**config.mk**
```make
export PLATFORM = sky130hd
export DESIGN_NAME = buffer_arbiter
export DESIGN_NICKNAME = d
export VERILOG_FILES = /design/src/rtl/buffer_arbiter.sv
export SDC_FILE = /design/constraint.sdc
export NUM_CORES = 1
export LEC_CHECK = 0
export ABC_AREA = 1
export CORE_UTILIZATION = 25
export DETAILED_ROUTE_END_ITERATION = 6
export PLACE_DENSITY = 0.53
export SLEW_MARGIN = 5
export SYNTH_ARGS = -nofsm -noshare
export SYNTH_HDL_FRONTEND = slang
export SYNTH_SLANG_ARGS = --single-unit
```
**constraint.sdc**
```tcl
create_clock -name clk -period 1.7 [get_ports clk]
set_clock_uncertainty 0.1 [all_clocks]
set_input_delay 0.17 -clock clk [delete_from_list [all_inputs] [get_ports clk]]
set_output_delay 0.17 -clock clk [all_outputs]
set_load 0.05 [all_outputs]
```
**src/rtl/buffer_arbiter.sv**
```systemverilog
// buffer_arbiter: shares the single write port of the buffer between two
// requesters with round-robin arbitration and a bounded burst length, tracks
// buffer occupancy with a credit counter, and drives the buffer read strobe
// from the downstream valid/ready handshake.
//
// Optional build macro BUFFER_ARB_STATS_EN adds per-requester saturating
// accepted-beat counters on ports stat0/stat1.
module buffer_arbiter #(
    parameter int N         = 32,
    parameter int DEPTH     = 4,
    parameter int MAX_BURST = 4,
    localparam int CW       = $clog2(DEPTH + 1)
) (
    input  logic          clk,
    input  logic          rst,
    input  logic          req0_valid,
    input  logic [N-1:0]  req0_data,
    output logic          req0_ready,
    input  logic          req1_valid,
    input  logic [N-1:0]  req1_data,
    output logic          req1_ready,
    output logic          buf_wr_en,
    output logic [N-1:0]  buf_wr_data,
    output logic          buf_rd_en,
    output logic          out_valid,
    input  logic          out_ready,
    output logic [CW-1:0] count
`ifdef BUFFER_ARB_STATS_EN
    ,
    output logic [15:0]   stat0,
    output logic [15:0]   stat1
`endif
);

    localparam int BW = (MAX_BURST > 1) ? $clog2(MAX_BURST) : 1;
    localparam logic [BW-1:0] BURST_LAST = BW'(MAX_BURST - 1);

    localparam logic [1:0] IDLE = 2'd0;
    localparam logic [1:0] GNT0 = 2'd1;
    localparam logic [1:0] GNT1 = 2'd2;

    logic [1:0]    state, state_nxt;
    logic          last_grant, last_grant_nxt;
    logic [BW-1:0] burst_cnt, burst_cnt_nxt;

    logic [CW:0]   occ_pend;
    logic          space_ok;
    logic          acc0, acc1;

    logic          vld_p0;
    logic [N-1:0]  data_p0;
    logic          vld_p1;
    logic [N-1:0]  data_p1;

    // Burst counter step that saturates at the last allowed beat index.
    function automatic logic [BW-1:0] burst_step(input logic [BW-1:0] cnt);
        if (cnt == BURST_LAST)
            return cnt;
        return cnt + BW'(1);
    endfunction

    // Occupancy update: a write and a read in the same cycle cancel out.
    function automatic logic [CW-1:0] occ_next(input logic [CW-1:0] occ,
                                               input logic wr,
                                               input logic rd);
        case ({wr, rd})
            2'b10:   return occ + CW'(1);
            2'b01:   return occ - CW'(1);
            default: return occ;
        endcase
    endfunction

    // The in-flight registered write already owns a slot, so it is counted
    // as a credit before a new beat is admitted.
    assign occ_pend   = {1'b0, count} + {{CW{1'b0}}, buf_wr_en};
    assign space_ok   = occ_pend < (CW + 1)'(DEPTH);
    assign req0_ready = (state == GNT0) && space_ok;
    assign req1_ready = (state == GNT1) && space_ok;
    assign acc0       = req0_valid && req0_ready;
    assign acc1       = req1_valid && req1_ready;

    assign out_valid  = (count != '0);
    assign buf_rd_en  = out_valid && out_ready;

    // Arbitration next-state: round robin on ties, burst limit only while the
    // other requester is waiting.
    always_comb begin
        state_nxt      = state;
        last_grant_nxt = last_grant;
        burst_cnt_nxt  = burst_cnt;
        case (state)
            IDLE: begin
                if (req0_valid && req1_valid)
                    state_nxt = last_grant ? GNT0 : GNT1;
                else if (req0_valid)
                    state_nxt = GNT0;
                else if (req1_valid)
                    state_nxt = GNT1;
            end
            GNT0: begin
                if (!req0_valid) begin
                    state_nxt      = req1_valid ? GNT1 : IDLE;
                    burst_cnt_nxt  = '0;
                    last_grant_nxt = 1'b0;
                end else if (acc0 && (burst_cnt == BURST_LAST) && req1_valid) begin
                    state_nxt      = GNT1;
                    burst_cnt_nxt  = '0;
                    last_grant_nxt = 1'b0;
                end else if (acc0) begin
                    burst_cnt_nxt  = burst_step(burst_cnt);
                end
            end
            GNT1: begin
                if (!req1_valid) begin
                    state_nxt      = req0_valid ? GNT0 : IDLE;
                    burst_cnt_nxt  = '0;
                    last_grant_nxt = 1'b1;
                end else if (acc1 && (burst_cnt == BURST_LAST) && req0_valid) begin
                    state_nxt      = GNT0;
                    burst_cnt_nxt  = '0;
                    last_grant_nxt = 1'b1;
                end else if (acc1) begin
                    burst_cnt_nxt  = burst_step(burst_cnt);
                end
            end
            default: begin
                state_nxt     = IDLE;
                burst_cnt_nxt = '0;
            end
        endcase
    end

    // Arbitration state registers.
    always_ff @(posedge clk or negedge rst) begin
        if (!rst) begin
            state      <= IDLE;
            last_grant <= 1'b1;
            burst_cnt  <= '0;
        end else begin
            state      <= state_nxt;
            last_grant <= last_grant_nxt;
            burst_cnt  <= burst_cnt_nxt;
        end
    end

    // ---- stage p0: accepted beat selected from the granted requester ----
    assign vld_p0  = acc0 || acc1;
    assign data_p0 = acc0 ? req0_data : req1_data;

    // ---- stage p1: registered buffer write; a pending write is dropped on reset ----
    always_ff @(posedge clk or negedge rst) begin
        if (!rst) begin
            vld_p1  <= 1'b0;
            data_p1 <= '0;
        end else begin
            vld_p1 <= vld_p0;
            if (vld_p0)
                data_p1 <= data_p0;
        end
    end

    assign buf_wr_en   = vld_p1;
    assign buf_wr_data = data_p1;

    // Committed occupancy: counts a beat when its write strobe fires.
    always_ff @(posedge clk or negedge rst) begin
        if (!rst)
            count <= '0;
        else
            count <= occ_next(count, buf_wr_en, buf_rd_en);
    end

`ifdef BUFFER_ARB_STATS_EN
    function automatic logic [15:0] sat_inc16(input logic [15:0] v);
        if (v == 16'hFFFF)
            return v;
        return v + 16'd1;
    endfunction

    // Accepted-beat statistics per requester, saturating.
    always_ff @(posedge clk or negedge rst) begin
        if (!rst) begin
            stat0 <= '0;
            stat1 <= '0;
        end else begin
            if (acc0)
                stat0 <= sat_inc16(stat0);
            if (acc1)
                stat1 <= sat_inc16(stat1);
        end
    end
`else
    // Statistics counters are not built in this configuration.
`endif

endmodule
```
==> flow_metrics.py, run 1 <==
metrics = {
    "run_status": {
        "status": "finished, violations left",
        "failed_checks": "negative setup slack",
    },
    "sta": {
        "fin_crit_ns": 1.729,
        "fin_tns_setup_ns": -0.02868,
        "timing.fmax_mhz": 578.5,
        "worst_pin_slew_ns": 0.4868,
        "hold_viol": 0,
        "rsz0062_at_grt": "true",
        "finalMaxSlewViolations": 0,
        "relSlewSlack_pct": 67.54,
        "finalWorstSetupSlack_ns": -0.02868,
        "setup_viol": 1,
        "period_share_pct": 101.7,
    },
    "yosys": {
        "synth_nets": 366,
        "postSynthCellCount": 291,
        "yosysWarnings": 0,
        "synth_cell_types": 27,
        "syn-cell-area_mm2": 0.002654,
        "avgSynthCellArea_um2": 9.120,
        "ys_seq_elements": 41,
        "ys_seq_area_share_pct": 38.71,
    },
    "placed_design": {
        "dpl.hpwl_um": 4570,
        "gp_congestion": 0.7863,
        "placed_area_mm2": 0.003918,
        "dp_cells": 537,
        "numPortBuffers": 108,
    },
    "pwr": {
        "combPwrFrac_pct": 67.1,
        "p_per_area_mw_per_mm2": 1820,
        "seqPwrFrac_pct": 22.1,
        "power_mw": 7.889,
        "internal_power_mw": 3.993,
        "swShare_pct": 49.38,
        "clockPowerShare_pct": 10.7,
        "ir_worst_vdd_v": 0.0009878,
        "leakage_nw": 2.143,
        "p_sw_mw": 3.896,
    },
    "drt": {
        "ant_nets": 0,
        "firstDrtPassIters": 4,
        "wire_per_inst_um": 12.95,
        "drtIter0Drc": 46,
        "wirelength_um": 7289,
        "vias_per_cell": 4.178,
        "vias": 2352,
        "drcViolationCount": 0,
    },
    "setup_path": {
        "cp.required_ns": 1.78,
        "cp_max_fo": 2,
        "critPathArrivalTime_ns": 1.81,
        "cpPeakStageDelay_ns": 0.40,
        "worstRegToRegCells": 9,
        "crit_start": "count[2]",
        "regToRegSetupSlack_ns": -0.03,
        "crit_path_cell_trace": "inv_4, nand3_4, and2_4, ha_4, inv_2, fa_2, a21oi_2, o21ai_1, xor2_1",
        "endpoint_kind": "register",
        "rr_endpoint": "count[2]",
        "r2r_start": "count[2]",
        "worstSetupStartpointType": "register",
        "critPathSlowestCell": "dfrtp_2",
        "endpoint": "count[2]",
        "criticalPathCategory": "register to register",
    },
    "final_layout": {
        "fin_cells": 563,
        "final_layout_size_suffix_gt1_share_pct": 40.05,
        "postLayoutCellArea_mm2": 0.004334,
        "num_antenna_cells": 0,
        "finalCoreUtilization_pct": 41.98,
        "fillers": 1012,
        "syn2layout_area_growth_pct": 63.32,
        "final_nets": 501,
    },
    "floorplan": {
        "fp-row-count": 37,
        "die_w_um": 105.0,
        "io_pins": 109,
        "core_area_mm2": 0.01032,
        "start_util_pct": 25.71,
        "dieArea_mm2": 0.01103,
        "die_h_um": 105.0,
    },
    "clock_network": {
        "cts_tree": "built",
        "insertion_delay_ns": 0.29,
        "htreeDepth": 2,
        "cts.reportedPaths.clkPinSlew_ns": 0.09,
        "cts_buffer_depth": 2,
        "root_buffer": "clkbuf_8",
        "numCtsBuffers": 5,
        "clock-sinks": 41,
    },
    "global_routing": {
        "grt_pass1_vias": 2320,
        "grt_pass1_wl_um": 10440,
        "antenna_found_initial": 0,
        "track_usage_pct": 11.80,
        "grt_start_max_net_pins": 35,
        "overflow": 0,
    },
    "run": {
        "max_cap_viol_count": 0,
    },
    "min_path": {
        "hp-class": "input pin to asynchronous set/reset pin",
    },
}
[per-layer routing]
layer / global-route usage [%] / share of wire [%] / up-vias / wire length, um
met4: 3.421 / 0.99 / 0 / 72
met2: 20.15 / 48 / 82 / 3502
li1: - / - / 1178 / -
met5: 0 / 0 / - / 0
met3: 3.868 / 7.2 / 6 / 528
met1: 14.08 / 44 / 1086 / 3186
[critical path: cells and delay by family (launching register included)]
| kind | cells | cell delay [ns] |
|---|---|---|
| adder cells (fa/ha/maj) | 2 | 0.46 |
| buffers and inverters | 2 | 0.08 |
| AO/OA/AOI/OAI | 2 | 0.20 |
| XOR/XNOR | 1 | 0.14 |
| AND/OR/NAND/NOR | 2 | 0.22 |
| flip-flops | 1 | 0.40 |
[cells by family (layout without fill, tap and decap cells)]
family / count (synthesis) / count (layout) / share of synthesized area, %
AO/OA/AOI/OAI: 75 / 75 / 28.01
XOR/XNOR: 2 / 2 / 0.6602
adder cells (fa/ha/maj): 6 / 6 / 3.112
buffers and inverters: 94 / 230 / 17.07
flip-flops: 41 / 41 / 38.71
AND/OR/NAND/NOR: 73 / 73 / 12.45
[area by class of cell]
cell class	count	area (um2)	area share (%)
inverter	81	311.5	7.188
tap	136	170.2	3.926
timing repair buffer	141	1449	33.43
sequential	41	1032	23.82
clock inverter	1	30.03	0.6928
clock buffer	7	86.33	1.992
multi-input combinational	156	1255	28.95
[cell usage after synthesis]
library cell,instances,area [um2]
nand2_4,1,11.26
o21ai_2,31,271.5
nand2_1,52,195.2
buf_2,4,20.02
o211ai_2,32,400.4
nand3_4,2,35.03
o21ai_0,4,20.02
nor2_1,5,18.77
a21oi_1,6,30.03
xnor2_1,1,8.760
fa_1,1,20.02
o21ai_1,1,5.000
buf_12,4,80.08
buf_4,2,15.01
nand4_1,1,6.260
xor2_1,1,8.760
nand2_2,1,6.260
inv_1,79,296.5
and2_1,1,6.260
a21oi_4,1,16.27
buf_6,3,33.78
ha_1,5,62.56
nand3_1,9,45.04
dfstp_2,1,26.28
or2_1,1,6.260
dfrtp_1,40,1001
inv_2,2,7.510
[flip-flops by register name, summed over array words and instances (netlist names)]
signal and count:
buf_wr_data 32, buf_wr_en 1, burst_cnt 2, count 3
last_grant 1, state 2
[worst min-delay path by stage]
| stage | cells past startpoint | end | slack [ns] |
|---|---|---|---|
| final | 2 | buf_wr_data[10] | 0.27 |
| after global routing | 2 | buf_wr_data[10] | 0.30 |
| after CTS | 2 | buf_wr_data[10] | 0.29 |
| after detailed placement | 1 | buf_wr_data[10] | 0.06 |
| after global placement | 1 | buf_wr_data[6] | 0.06 |
| after floorplan | 0 | buf_wr_data[0] | -0.23 |
[placed cells by master (no fill, tap or decap)]
cell type,count
dfrtp_2,4
dlygate4sd3_1,1
nand2_2,1
nand2_4,2
ha_1,2
dfstp_2,1
dfrtp_1,36
fa_2,1
clkdlybuf4s50_1,67
a21oi_1,5
nand3_4,3
a21oi_4,1
inv_1,73
and2_4,1
clkbuf_8,6
nand2_1,51
xnor2_1,1
buf_4,52
inv_4,3
inv_2,5
nand4_1,1
nor2_1,3
ha_4,3
clkbuf_1,1
o21ai_0,2
bufinv_16,1
o211ai_2,32
buf_6,6
buf_12,9
nor2_4,2
clkbuf_16,5
a21oi_2,1
o21ai_1,3
buf_2,1
nand3_1,8
xor2_1,1
or2_1,1
o21ai_2,31
[through the flow]
stage | setup slack (ns) | hold WS, ns
after detailed placement | -0.1605 | 0.06046
after global placement | -0.1376 | 0.05952
final | -0.02868 | 0.2727
after CTS | -0.01581 | 0.2855
after floorplan | -0.4963 | -0.2256
after global routing | -0.09441 | 0.2963
[power by group through the flow]
stage	sequential (mW)	clock (mW)	combinational, mW
2_1_floorplan	3.22	0	1.94
3_3_place_gp	1.75	0	4.82
3_5_place_dp	1.76	0	4.85
4_1_cts	1.75	0.870	4.92
5_1_grt	1.82	0.905	5.67
6_report	1.75	0.845	5.30
[what timing repair did]
item	4_1_cts	5_1_grt
gates cloned	0	8
endpoints found under the hold margin	18	0
setup buffers	2	8
endpoints found under the setup margin	20	36
resized for setup	4	14
hold buffers	1	0
pin swaps	2	3
Note: power is estimated with default switching activity, not from simulation.
==> inputs of run 2 (changes only) <==
--- a/config.mk
+++ b/config.mk
@@ -6,8 +6,11 @@
 export NUM_CORES = 1
 export LEC_CHECK = 0
 export ABC_AREA = 1
+export ABC_CLOCK_PERIOD_IN_PS = 1700
+export CAP_MARGIN = 20
 export CORE_UTILIZATION = 25
 export DETAILED_ROUTE_END_ITERATION = 6
+export GPL_TIMING_DRIVEN = 0
 export PLACE_DENSITY = 0.53
 export SLEW_MARGIN = 5
 export SYNTH_ARGS = -nofsm -noshare
==> flow_metrics.py, run 2 (synthesis gave the netlist of run 1 again) <==
metrics = {
    "setup_path": {
        "criticalPathCategory": "register to register",
        "worstSetupStartpointType": "register",
        "endpoint_kind": "register",
        "cp.required_ns": 1.77,
        "cp_max_fo": 3,
        "critPathArrivalTime_ns": 1.81,
        "regToRegSetupSlack_ns": -0.04,
    },
    "placed_design": {
        "dp_slack_ns": -0.2617,
        "numPortBuffers": 108,
        "placed_area_mm2": 0.003961,
        "dpl.hpwl_um": 5108,
        "gp_congestion": 0.7831,
    },
    "final_layout": {
        "final_cell_mix": "inv_1, clkdlybuf4s50_1, nand2_1",
        "num_antenna_cells": 0,
        "syn2layout_area_growth_pct": 69.17,
        "final_nets": 515,
        "final_common_cell": "inv_1",
        "seqCellArea_mm2": 0.001031,
        "final_layout_size_suffix_gt1_share_pct": 32.88,
        "postLayoutCellArea_mm2": 0.004489,
        "multi_input_area_mm2": 0.001311,
        "largest_reg_flops": 32,
        "fillers": 1030,
    },
    "global_routing": {
        "grt_start_max_net_pins": 24,
        "grt_pass1_wl_um": 11320,
        "antenna_found_initial": 0,
        "track_usage_pct": 12.94,
        "grt_pass1_vias": 2368,
        "overflow": 0,
    },
    "drt": {
        "wirelength_um": 7403,
        "vias_per_cell": 4.128,
        "drtIter0Drc": 57,
        "drcViolationCount": 0,
        "vias": 2382,
        "ant_nets": 0,
        "wire_per_inst_um": 12.83,
        "firstDrtPassIters": 4,
    },
    "clock_network": {
        "cts_buffer_depth": 2,
        "cts_tree": "built",
        "clock-sinks": 41,
        "htreeDepth": 2,
        "insertion_delay_ns": 0.29,
        "root_buffer": "clkbuf_8",
        "numCtsBuffers": 5,
        "cts.reportedPaths.clkPinSlew_ns": 0.08,
    },
    "sta": {
        "fin_crit_ns": 1.740,
        "hold_slack_ns": 0.2614,
        "setup_viol": 1,
        "fin_tns_setup_ns": -0.03957,
        "relSlewSlack_pct": 64.51,
        "timing.fmax_mhz": 574.9,
        "period_share_pct": 102.3,
        "hold_viol": 0,
        "finalMaxSlewViolations": 0,
        "worst_pin_slew_ns": 0.5345,
        "rsz0062_at_grt": "true",
        "finalWorstSetupSlack_ns": -0.03957,
    },
    "pwr": {
        "p_per_area_mw_per_mm2": 1698,
        "power_mw": 7.625,
        "leakage_nw": 2.225,
        "ir_worst_vdd_v": 0.001112,
    },
    "floorplan": {
        "die_w_um": 105.0,
        "dieArea_mm2": 0.01103,
        "fp-row-count": 37,
        "core_area_mm2": 0.01032,
        "io_pins": 109,
        "start_util_pct": 25.71,
        "die_h_um": 105.0,
    },
    "min_path": {
        "hp-class": "input pin to asynchronous set/reset pin",
    },
    "run_status": {
        "failed_checks": "negative setup slack",
        "status": "finished, violations left",
    },
    "run": {
        "max_cap_viol_count": 0,
    },
}
-- run 2: cell types whose count changed in the layout (fill, tap and decap cells not counted), moves of 2 or more --
cell,before,now
clkbuf_1,1,3
buf_8,0,2
o211ai_4,0,5
buf_4,52,28
o211ai_2,32,27
dlygate4sd2_1,0,36
-- run 2: layer usage --
layer | global-route usage, % | up-vias | share of wire (%)
met5 | 0 | - | 0
met4 | 2.918 | 0 | 0.35
met3 | 3.743 | 2 | 6.5
met2 | 21.85 | 69 | 48
met1 | 16.25 | 1098 | 45
li1 | - | 1213 | -
-- run 2: report_power, final --
group / internal (mW) / total (mW) / switching [mW]
sequential: 1.46 / 1.74 / 0.275
clock: 0.293 / 0.628 / 0.335
combinational: 1.98 / 5.26 / 3.29
total: 3.73 / 7.62 / 3.90
-- run 2: worst max-delay path: stages (launching register included) --
cell and delay [ns]:
dfrtp_2 0.40, inv_2 0.06, nand3_4 0.07, and2_4 0.16
ha_4 0.14, inv_4 0.04, fa_2 0.34, a21oi_2 0.12
o21ai_1 0.08, xor2_1 0.14
-- run 2: worst paths after layout --
path | from | end | cells after the start
worst max-delay path | count[1] | count[2] | 9
worst min-delay path | rst | buf_wr_data[10] | 2
worst max register to register | count[1] | count[2] | 9
worst min register to register | last_grant | last_grant | 2
max in group asynchronous | rst | count[2] | 3
min in group clk | last_grant | last_grant | 2
-- run 2: repair_timing --
item,in CTS,in global routing
hold buffers,1,0
setup endpoints to repair,73,36
pin swaps,2,7
gates resized for setup,67,27
gates cloned,0,5
buffers inserted,12,15
endpoints found under the hold margin,17,0
-- run 2: area by class of cell --
cell class              instances  share of cell area (%)
clock buffers                   8                   1.784
plain buffers                  13                   4.710
flip-flops and latches         41                   22.97
inverters                      81                   6.996
well taps                     136                   3.790
repair buffers                141                   30.55
multi-input cells             157                   29.21
-- run 2: through the flow --
step	instances	utilization [%]
after floorplan	291	-
after global placement	535	38.23
after detailed placement	536	38.37
after CTS	557	40.09
after global routing	577	43.49
final	577	43.49
